==> src/rtl/acq_sequencer_if.sv <==
// RAM port and readout stream between acq_sequencer (master) and the SPRAM
// store / downstream sink (slave).
interface acq_sequencer_if #(
    parameter int DATA_W = 16,
    parameter int ADDR_W = 14,
    parameter int BANK_W = 2
);
    logic              ram_we;
    logic              ram_re;
    logic [BANK_W-1:0] ram_bank;
    logic [ADDR_W-1:0] ram_addr;
    logic [DATA_W-1:0] ram_wdata;
    logic [DATA_W-1:0] ram_rdata;
    logic              tx_valid;
    logic [DATA_W-1:0] tx_data;
    logic              tx_ready;

    modport master (
        output ram_we, ram_re, ram_bank, ram_addr, ram_wdata, tx_valid, tx_data,
        input  ram_rdata, tx_ready
    );

    modport slave (
        input  ram_we, ram_re, ram_bank, ram_addr, ram_wdata, tx_valid, tx_data,
        output ram_rdata, tx_ready
    );
endinterface

==> src/rtl/acq_sequencer.sv <==
// Button-driven acquisition sequencer: captures ADC samples into a banked
// SPRAM store and replays them over a valid/ready stream.
//
// state    | meaning
// IDLE     | waiting for start (capture) or read (replay) pulse
// CAPTURE  | writing each sample_valid word at the write pointer
// RD_ISSUE | ram_re high for the word at the read pointer
// RD_WAIT  | SPRAM output settling, latched into tx_data at end of cycle
// RD_SEND  | tx_valid held until tx_ready, then next word or done
module acq_sequencer #(
    parameter int DATA_W = 16,
    parameter int ADDR_W = 14,
    parameter int BANK_W = 2
) (
    input  logic                   clk,
    input  logic                   reset,
    input  logic                   start_once,
    input  logic                   stop_once,
    input  logic                   read_once,
    input  logic                   sample_valid,
    input  logic [DATA_W-1:0]      sample_data,
    acq_sequencer_if.master        bus,
    output logic                   busy,
    output logic                   full,
    output logic [ADDR_W+BANK_W:0] count,
    output logic                   done
);
    localparam int PTR_W = ADDR_W + BANK_W;
    localparam logic [PTR_W-1:0] PTR_ONE  = {{(PTR_W-1){1'b0}}, 1'b1};
    localparam logic [PTR_W:0]   CNT_ONE  = {{PTR_W{1'b0}}, 1'b1};
    localparam logic [PTR_W-1:0] LAST_PTR = {PTR_W{1'b1}};

    typedef enum logic [2:0] {IDLE, CAPTURE, RD_ISSUE, RD_WAIT, RD_SEND} state_t;

    state_t           state;
    logic [PTR_W-1:0] wr_ptr;
    logic [PTR_W-1:0] rd_ptr;
    logic [PTR_W-1:0] rd_next;
    logic [PTR_W:0]   last_rd;

    assign rd_next = rd_ptr + PTR_ONE;
    assign last_rd = count - CNT_ONE;

    always_ff @(posedge clk) begin
        if (reset) begin
            state         <= IDLE;
            wr_ptr        <= '0;
            rd_ptr        <= '0;
            count         <= '0;
            full          <= 1'b0;
            busy          <= 1'b0;
            done          <= 1'b0;
            bus.ram_we    <= 1'b0;
            bus.ram_re    <= 1'b0;
            bus.ram_bank  <= '0;
            bus.ram_addr  <= '0;
            bus.ram_wdata <= '0;
            bus.tx_valid  <= 1'b0;
            bus.tx_data   <= '0;
        end else begin
            bus.ram_we <= 1'b0;
            bus.ram_re <= 1'b0;
            done       <= 1'b0;
            case (state)
                IDLE: begin
                    // stop outranks start, which outranks read
                    if (!stop_once) begin
                        if (start_once) begin
                            wr_ptr <= '0;
                            count  <= '0;
                            full   <= 1'b0;
                            state  <= CAPTURE;
                            busy   <= 1'b1;
                        end else if (read_once && count != '0) begin
                            rd_ptr                      <= '0;
                            {bus.ram_bank, bus.ram_addr} <= '0;
                            bus.ram_re                  <= 1'b1;
                            state                       <= RD_ISSUE;
                            busy                        <= 1'b1;
                        end
                    end
                end
                CAPTURE: begin
                    if (sample_valid) begin
                        bus.ram_we                  <= 1'b1;
                        bus.ram_wdata               <= sample_data;
                        {bus.ram_bank, bus.ram_addr} <= wr_ptr;
                        wr_ptr                      <= wr_ptr + PTR_ONE;
                        count                       <= count + CNT_ONE;
                        if (wr_ptr == LAST_PTR) begin
                            full  <= 1'b1;
                            state <= IDLE;
                            busy  <= 1'b0;
                        end
                    end
                    if (stop_once) begin
                        state <= IDLE;
                        busy  <= 1'b0;
                    end
                end
                RD_ISSUE: begin
                    if (stop_once) begin
                        state <= IDLE;
                        busy  <= 1'b0;
                    end else begin
                        state <= RD_WAIT;
                    end
                end
                RD_WAIT: begin
                    if (stop_once) begin
                        state <= IDLE;
                        busy  <= 1'b0;
                    end else begin
                        bus.tx_data  <= bus.ram_rdata;
                        bus.tx_valid <= 1'b1;
                        state        <= RD_SEND;
                    end
                end
                RD_SEND: begin
                    if (stop_once) begin
                        bus.tx_valid <= 1'b0;
                        state        <= IDLE;
                        busy         <= 1'b0;
                    end else if (bus.tx_ready) begin
                        bus.tx_valid <= 1'b0;
                        if ({1'b0, rd_ptr} == last_rd) begin
                            done  <= 1'b1;
                            state <= IDLE;
                            busy  <= 1'b0;
                        end else begin
                            rd_ptr                      <= rd_next;
                            {bus.ram_bank, bus.ram_addr} <= rd_next;
                            bus.ram_re                  <= 1'b1;
                            state                       <= RD_ISSUE;
                        end
                    end
                end
                default: begin
                    state <= IDLE;
                    busy  <= 1'b0;
                end
            endcase
        end
    end
endmodule

==> src/flat_wrapper.sv <==
// flat-port wrapper written by rule: the top's interface ports become plain ports
module acq_sequencer_flat 
#(
    parameter int DATA_W = 16,
    parameter int ADDR_W = 14,
    parameter int BANK_W = 2
)
  (clk, reset, start_once, stop_once, read_once, sample_valid, sample_data, busy, full, count, done, bus_ram_we, bus_ram_re, bus_ram_bank, bus_ram_addr, bus_ram_wdata, bus_tx_valid, bus_tx_data, bus_ram_rdata, bus_tx_ready);
  acq_sequencer_if #(.DATA_W(DATA_W), .ADDR_W(ADDR_W), .BANK_W(BANK_W)) bus_i ();
  input  logic clk;
  input  logic reset;
  input  logic start_once;
  input  logic stop_once;
  input  logic read_once;
  input  logic sample_valid;
  input  logic [DATA_W-1:0] sample_data;
  output logic busy;
  output logic full;
  output logic [ADDR_W+BANK_W:0] count;
  output logic done;
  output wire logic [$bits(bus_i.ram_we)-1:0] bus_ram_we;
  output wire logic [$bits(bus_i.ram_re)-1:0] bus_ram_re;
  output wire logic [$bits(bus_i.ram_bank)-1:0] bus_ram_bank;
  output wire logic [$bits(bus_i.ram_addr)-1:0] bus_ram_addr;
  output wire logic [$bits(bus_i.ram_wdata)-1:0] bus_ram_wdata;
  output wire logic [$bits(bus_i.tx_valid)-1:0] bus_tx_valid;
  output wire logic [$bits(bus_i.tx_data)-1:0] bus_tx_data;
  input wire logic [$bits(bus_i.ram_rdata)-1:0] bus_ram_rdata;
  input wire logic [$bits(bus_i.tx_ready)-1:0] bus_tx_ready;
  assign bus_ram_we = bus_i.ram_we;
  assign bus_ram_re = bus_i.ram_re;
  assign bus_ram_bank = bus_i.ram_bank;
  assign bus_ram_addr = bus_i.ram_addr;
  assign bus_ram_wdata = bus_i.ram_wdata;
  assign bus_tx_valid = bus_i.tx_valid;
  assign bus_tx_data = bus_i.tx_data;
  assign bus_i.ram_rdata = bus_ram_rdata;
  assign bus_i.tx_ready = bus_tx_ready;
  acq_sequencer #(.DATA_W(DATA_W), .ADDR_W(ADDR_W), .BANK_W(BANK_W)) u_core (.clk(clk), .reset(reset), .start_once(start_once), .stop_once(stop_once), .read_once(read_once), .sample_valid(sample_valid), .sample_data(sample_data), .bus(bus_i), .busy(busy), .full(full), .count(count), .done(done));
endmodule
==> config.mk <==
export PLATFORM = sky130hd
export DESIGN_NAME = acq_sequencer_flat
export DESIGN_NICKNAME = d
export VERILOG_FILES = /design/src/rtl/acq_sequencer_if.sv /design/src/rtl/acq_sequencer.sv /design/src/flat_wrapper.sv
export SDC_FILE = /design/constraint.sdc
export NUM_CORES = 1
export LEC_CHECK = 0
export CAP_MARGIN = 40
export CORE_AREA = 2 2 127 129
export CTS_CLUSTER_DIAMETER = 120
export CTS_CLUSTER_SIZE = 16
export DETAILED_ROUTE_END_ITERATION = 7
export DIE_AREA = 0 0 129 131
export REMOVE_ABC_BUFFERS = 1
export SYNTH_ARGS = -nofsm -noshare
export SYNTH_HDL_FRONTEND = slang
export SYNTH_SLANG_ARGS = --single-unit
==> constraint.sdc <==
create_clock -name clk -period 3.3 [get_ports clk]
set_input_delay 0.66 -clock clk [delete_from_list [all_inputs] [get_ports clk]]
set_output_delay 0.66 -clock clk [all_outputs]
set_load 0.005 [all_outputs]
==> metrics <==
number of global-route vias before repair=4913; data required time at the worst endpoint=3.57 ns; number of register bits inferred by synthesis=106; ant diodes=0; most instantiated flip-flop cell in the synthesis netlist=sky130_fd_sc_hd__dfxtp_1; final global-route overflow total=0; number of port buffers=109; register area=2120 µm²; fin area=between 7000 and 8000 µm²; gate count of the mapped netlist=about 680; average cell area after synthesis=7.92 µm²; final period demand of the worst path=3.11 ns; worst clock skew=between 0.008 and 0.009 ns; worst min-delay path category=reg -> reg; number of fillers in the final layout=1531; max-cap violations=0; maximum level of the CTS H-tree=3; largest net degree at the start of global routing=38; CORE AREA=15600 µm²; number of vias per cell after detailed routing=5.15; routed wire length per instance=15.4 µm; number of optimization iterations in the first detailed-route pass=5; TritonCTS Buffers=9; number of hold violations in the final report=0; part of the Yosys area used for sequential elements=0.395; Critical Path Source Type=flop; # clock sinks=106; worst skew pair latency=0.35 ns; first-pass GRT wire length=about 24000 µm; endpoint class of the critical path=flop; fmax=322 MHz; Hold Path Cell Cnt=2; number of placed I/O pins=110; post-synthesis cell type count=55; total number of vias=between 5000 and 6000; total negative slack=0 ns; worst-path fanout max=17; initial standard-cell utilization of the core=0.345; Max Root-Sink Buffers=2; post-placement cell count=between 900 and 1000; Final WS setup=between 0.15 and 0.2 ns; Layout Area Growth over Synthesis=31.4%; class of the most critical setup path=reg -> reg; length in cells of the worst reg-to-reg path=9; DRC Markers=0; LEAKAGE=between 2 and 2.5 nW; total half-perimeter wirelength after legalization and detailed placement=approximately 11000 µm; overall die area=between 15000 and 20000 µm²; clock slew seen by the registers of the worst setup and hold paths=0.07 ns; most common library cell in the layout ignoring fill and taps=sky130_fd_sc_hd__clkdlybuf4s50_1; worst slack on hold paths=~0.45 ns; final-report max-slew violation count=0; number of failing setup endpoints in the final timing report=0; Die X=129 µm; multi-input gate area in the final layout=3000 µm²; status=completed; clock tree from TritonCTS=done; standard-cell rows=46; overall routing resource usage=0.182; number of buffers added for setup after CTS=0; worst supply voltage drop on vdd=0.200 mV; number of enable-type register cells in the synthesized netlist=0; antenna violations before repair=0; ratio of cells with drive above 1 in the final layout=0.0696; total wirelength of the detailed-routed design=15300 µm; remaining antenna violation count after routing=0; clock tree root driver cell=sky130_fd_sc_hd__clkbuf_16; actual transition at the worst max-transition pin=0.739 ns; final critical-path share of the clock period=0.942; Worst EP arrival=around 3.4 ns; Iteration-0 DRC Markers=260; placer's final routability congestion estimate=0.867; highest-count cells in the layout ignoring fill and taps=108 x sky130_fd_sc_hd__clkdlybuf4s50_1, 106 x sky130_fd_sc_hd__dfxtp_1, 88 x sky130_fd_sc_hd__nand2_1, 69 x sky130_fd_sc_hd__nor2_1, 69 x sky130_fd_sc_hd__a21oi_1; mapped cell area=5380 µm²; Area after DPL=6730 µm²; number of warnings reported in the yosys synthesis log=0; RSZ-0062 raised after global routing=no; y dimension of the die=between 100 and 150 µm; non-filler cells in the finished layout=992; Slew HR=0.507; power density over cell area=394 nW/µm²; Post-synth ARST share=0; post-place setup slack=0.194 ns; final layout net count=814
worst max-delay path, cell delays in order (launching register included):
cell and delay, ns:
sky130_fd_sc_hd__dfxtp_1 0.39, sky130_fd_sc_hd__or4_1 0.65, sky130_fd_sc_hd__o31a_1 0.29, sky130_fd_sc_hd__or3_1 0.36, sky130_fd_sc_hd__a31oi_2 0.21, sky130_fd_sc_hd__nor2b_2 0.08
sky130_fd_sc_hd__and2_0 0.15, sky130_fd_sc_hd__buf_4 0.18, sky130_fd_sc_hd__or4_1 0.51, sky130_fd_sc_hd__a31oi_1 0.20
flip-flops by register name (all words and copies together) (netlist names), 2 cells and up:
register	flops
u_core.bus.ram_wdata	16
u_core.state	3
u_core.rd_ptr	16
u_core.count	17
u_core.bus.tx_data	16
u_core.bus.ram_bank	2
u_core.bus.ram_addr	14
u_core.wr_ptr	16
layout make-up:
| cell class | instances | share of cell area |
|---|---|---|
| multi-input combinational | 506 | 0.425 |
| sequential | 106 | 0.300 |
| timing repair buffer | 136 | 0.184 |
| tap | 216 | 0.0382 |
| clock buffer | 11 | 0.0343 |
| clock inverter | 5 | 0.0120 |
| inverter | 12 | 0.00637 |
metrics by stage:
| step | total power [mW] | util |
|---|---|---|
| final | 2.79 | 0.453 |
| after global routing | 2.89 | 0.453 |
| after CTS | 2.82 | 0.453 |
| after detailed placement | 1.63 | 0.432 |
| after global placement | 1.63 | 0.432 |
| after floorplan | 1.46 | - |
per-layer routing:
| layer | vias up | part of all wire | global-route usage |
|---|---|---|---|
| met5 | - | 0 | 0 |
| met4 | 0 | 0.021 | 0.0767 |
| met3 | 21 | 0.054 | 0.0273 |
| met2 | 151 | 0.46 | 0.308 |
| met1 | 2368 | 0.46 | 0.232 |
| li1 | 2573 | - | - |
report_power, final:
group,switching (mW),internal (mW)
sequential,0.0206,1.31
clock,0.493,0.692
combinational,0.132,0.142
total,0.645,2.14
cells by family (layout without fill, tap and decap cells):
kind of cell               count (synthesis)  after routing  share of synthesized area
muxes                                      6              6                     0.0123
xor gates and xnor gates                  60             60                     0.0977
and+or+nand+nor                          289            289                      0.264
adders and majority gates                  4              4                    0.00931
buffers and inverters                     67            164                     0.0507
AOI/OAI and AO/OA                        147            147                      0.172
DFF                                      106            106                      0.395
synthesized netlist by cell type (2+ instances only):
master | instances | area share
sky130_fd_sc_hd__or3_1 | 5 | 0.0058
sky130_fd_sc_hd__ha_1 | 4 | 0.0093
sky130_fd_sc_hd__nand2_1 | 88 | 0.061
sky130_fd_sc_hd__nand3b_1 | 4 | 0.0056
sky130_fd_sc_hd__o22ai_1 | 4 | 0.0047
sky130_fd_sc_hd__or4_1 | 11 | 0.015
sky130_fd_sc_hd__inv_1 | 12 | 0.0084
sky130_fd_sc_hd__buf_6 | 2 | 0.0042
sky130_fd_sc_hd__a22oi_1 | 10 | 0.014
sky130_fd_sc_hd__xnor2_1 | 25 | 0.041
sky130_fd_sc_hd__buf_2 | 4 | 0.0037
sky130_fd_sc_hd__nor2_1 | 69 | 0.048
sky130_fd_sc_hd__nor3_1 | 13 | 0.012
sky130_fd_sc_hd__o21ai_0 | 4 | 0.0037
sky130_fd_sc_hd__nor4_1 | 11 | 0.013
sky130_fd_sc_hd__nand4_1 | 15 | 0.017
sky130_fd_sc_hd__xor2_1 | 35 | 0.057
sky130_fd_sc_hd__and4_1 | 3 | 0.0049
sky130_fd_sc_hd__clkbuf_1 | 47 | 0.033
sky130_fd_sc_hd__and2_1 | 2 | 0.0023
sky130_fd_sc_hd__dfxtp_1 | 106 | 0.39
sky130_fd_sc_hd__and3_1 | 11 | 0.013
sky130_fd_sc_hd__nor3b_1 | 2 | 0.0028
sky130_fd_sc_hd__a21oi_1 | 69 | 0.064
sky130_fd_sc_hd__nor4b_1 | 2 | 0.0033
sky130_fd_sc_hd__nor2b_1 | 4 | 0.0047
sky130_fd_sc_hd__a31oi_1 | 14 | 0.016
sky130_fd_sc_hd__mux2_2 | 3 | 0.0063
sky130_fd_sc_hd__nor4_2 | 2 | 0.0047
sky130_fd_sc_hd__mux2_1 | 2 | 0.0042
sky130_fd_sc_hd__nand3_1 | 33 | 0.031
sky130_fd_sc_hd__o211ai_1 | 12 | 0.017
sky130_fd_sc_hd__a211oi_1 | 18 | 0.025
sky130_fd_sc_hd__a21o_1 | 3 | 0.0042
sky130_fd_sc_hd__nand2b_1 | 10 | 0.012
path summary, 6_finish.rpt:
path                                        startpoint  slack, ns                     end
worst max-delay path                   u_core.count[1]       0.19        u_core.rd_ptr[5]
worst min register to register  u_core.bus.tx_data[10]       0.45  u_core.bus.tx_data[10]
worst max register to register         u_core.count[1]       0.19        u_core.rd_ptr[5]
worst min-delay path            u_core.bus.tx_data[10]       0.45  u_core.bus.tx_data[10]
timing repair:
item | in CTS | in global routing
setup endpoints to repair | 0 | 3
resized for setup | 0 | 1
hold buffers | 0 | 0
Note: power is estimated with default switching activity, not from simulation.
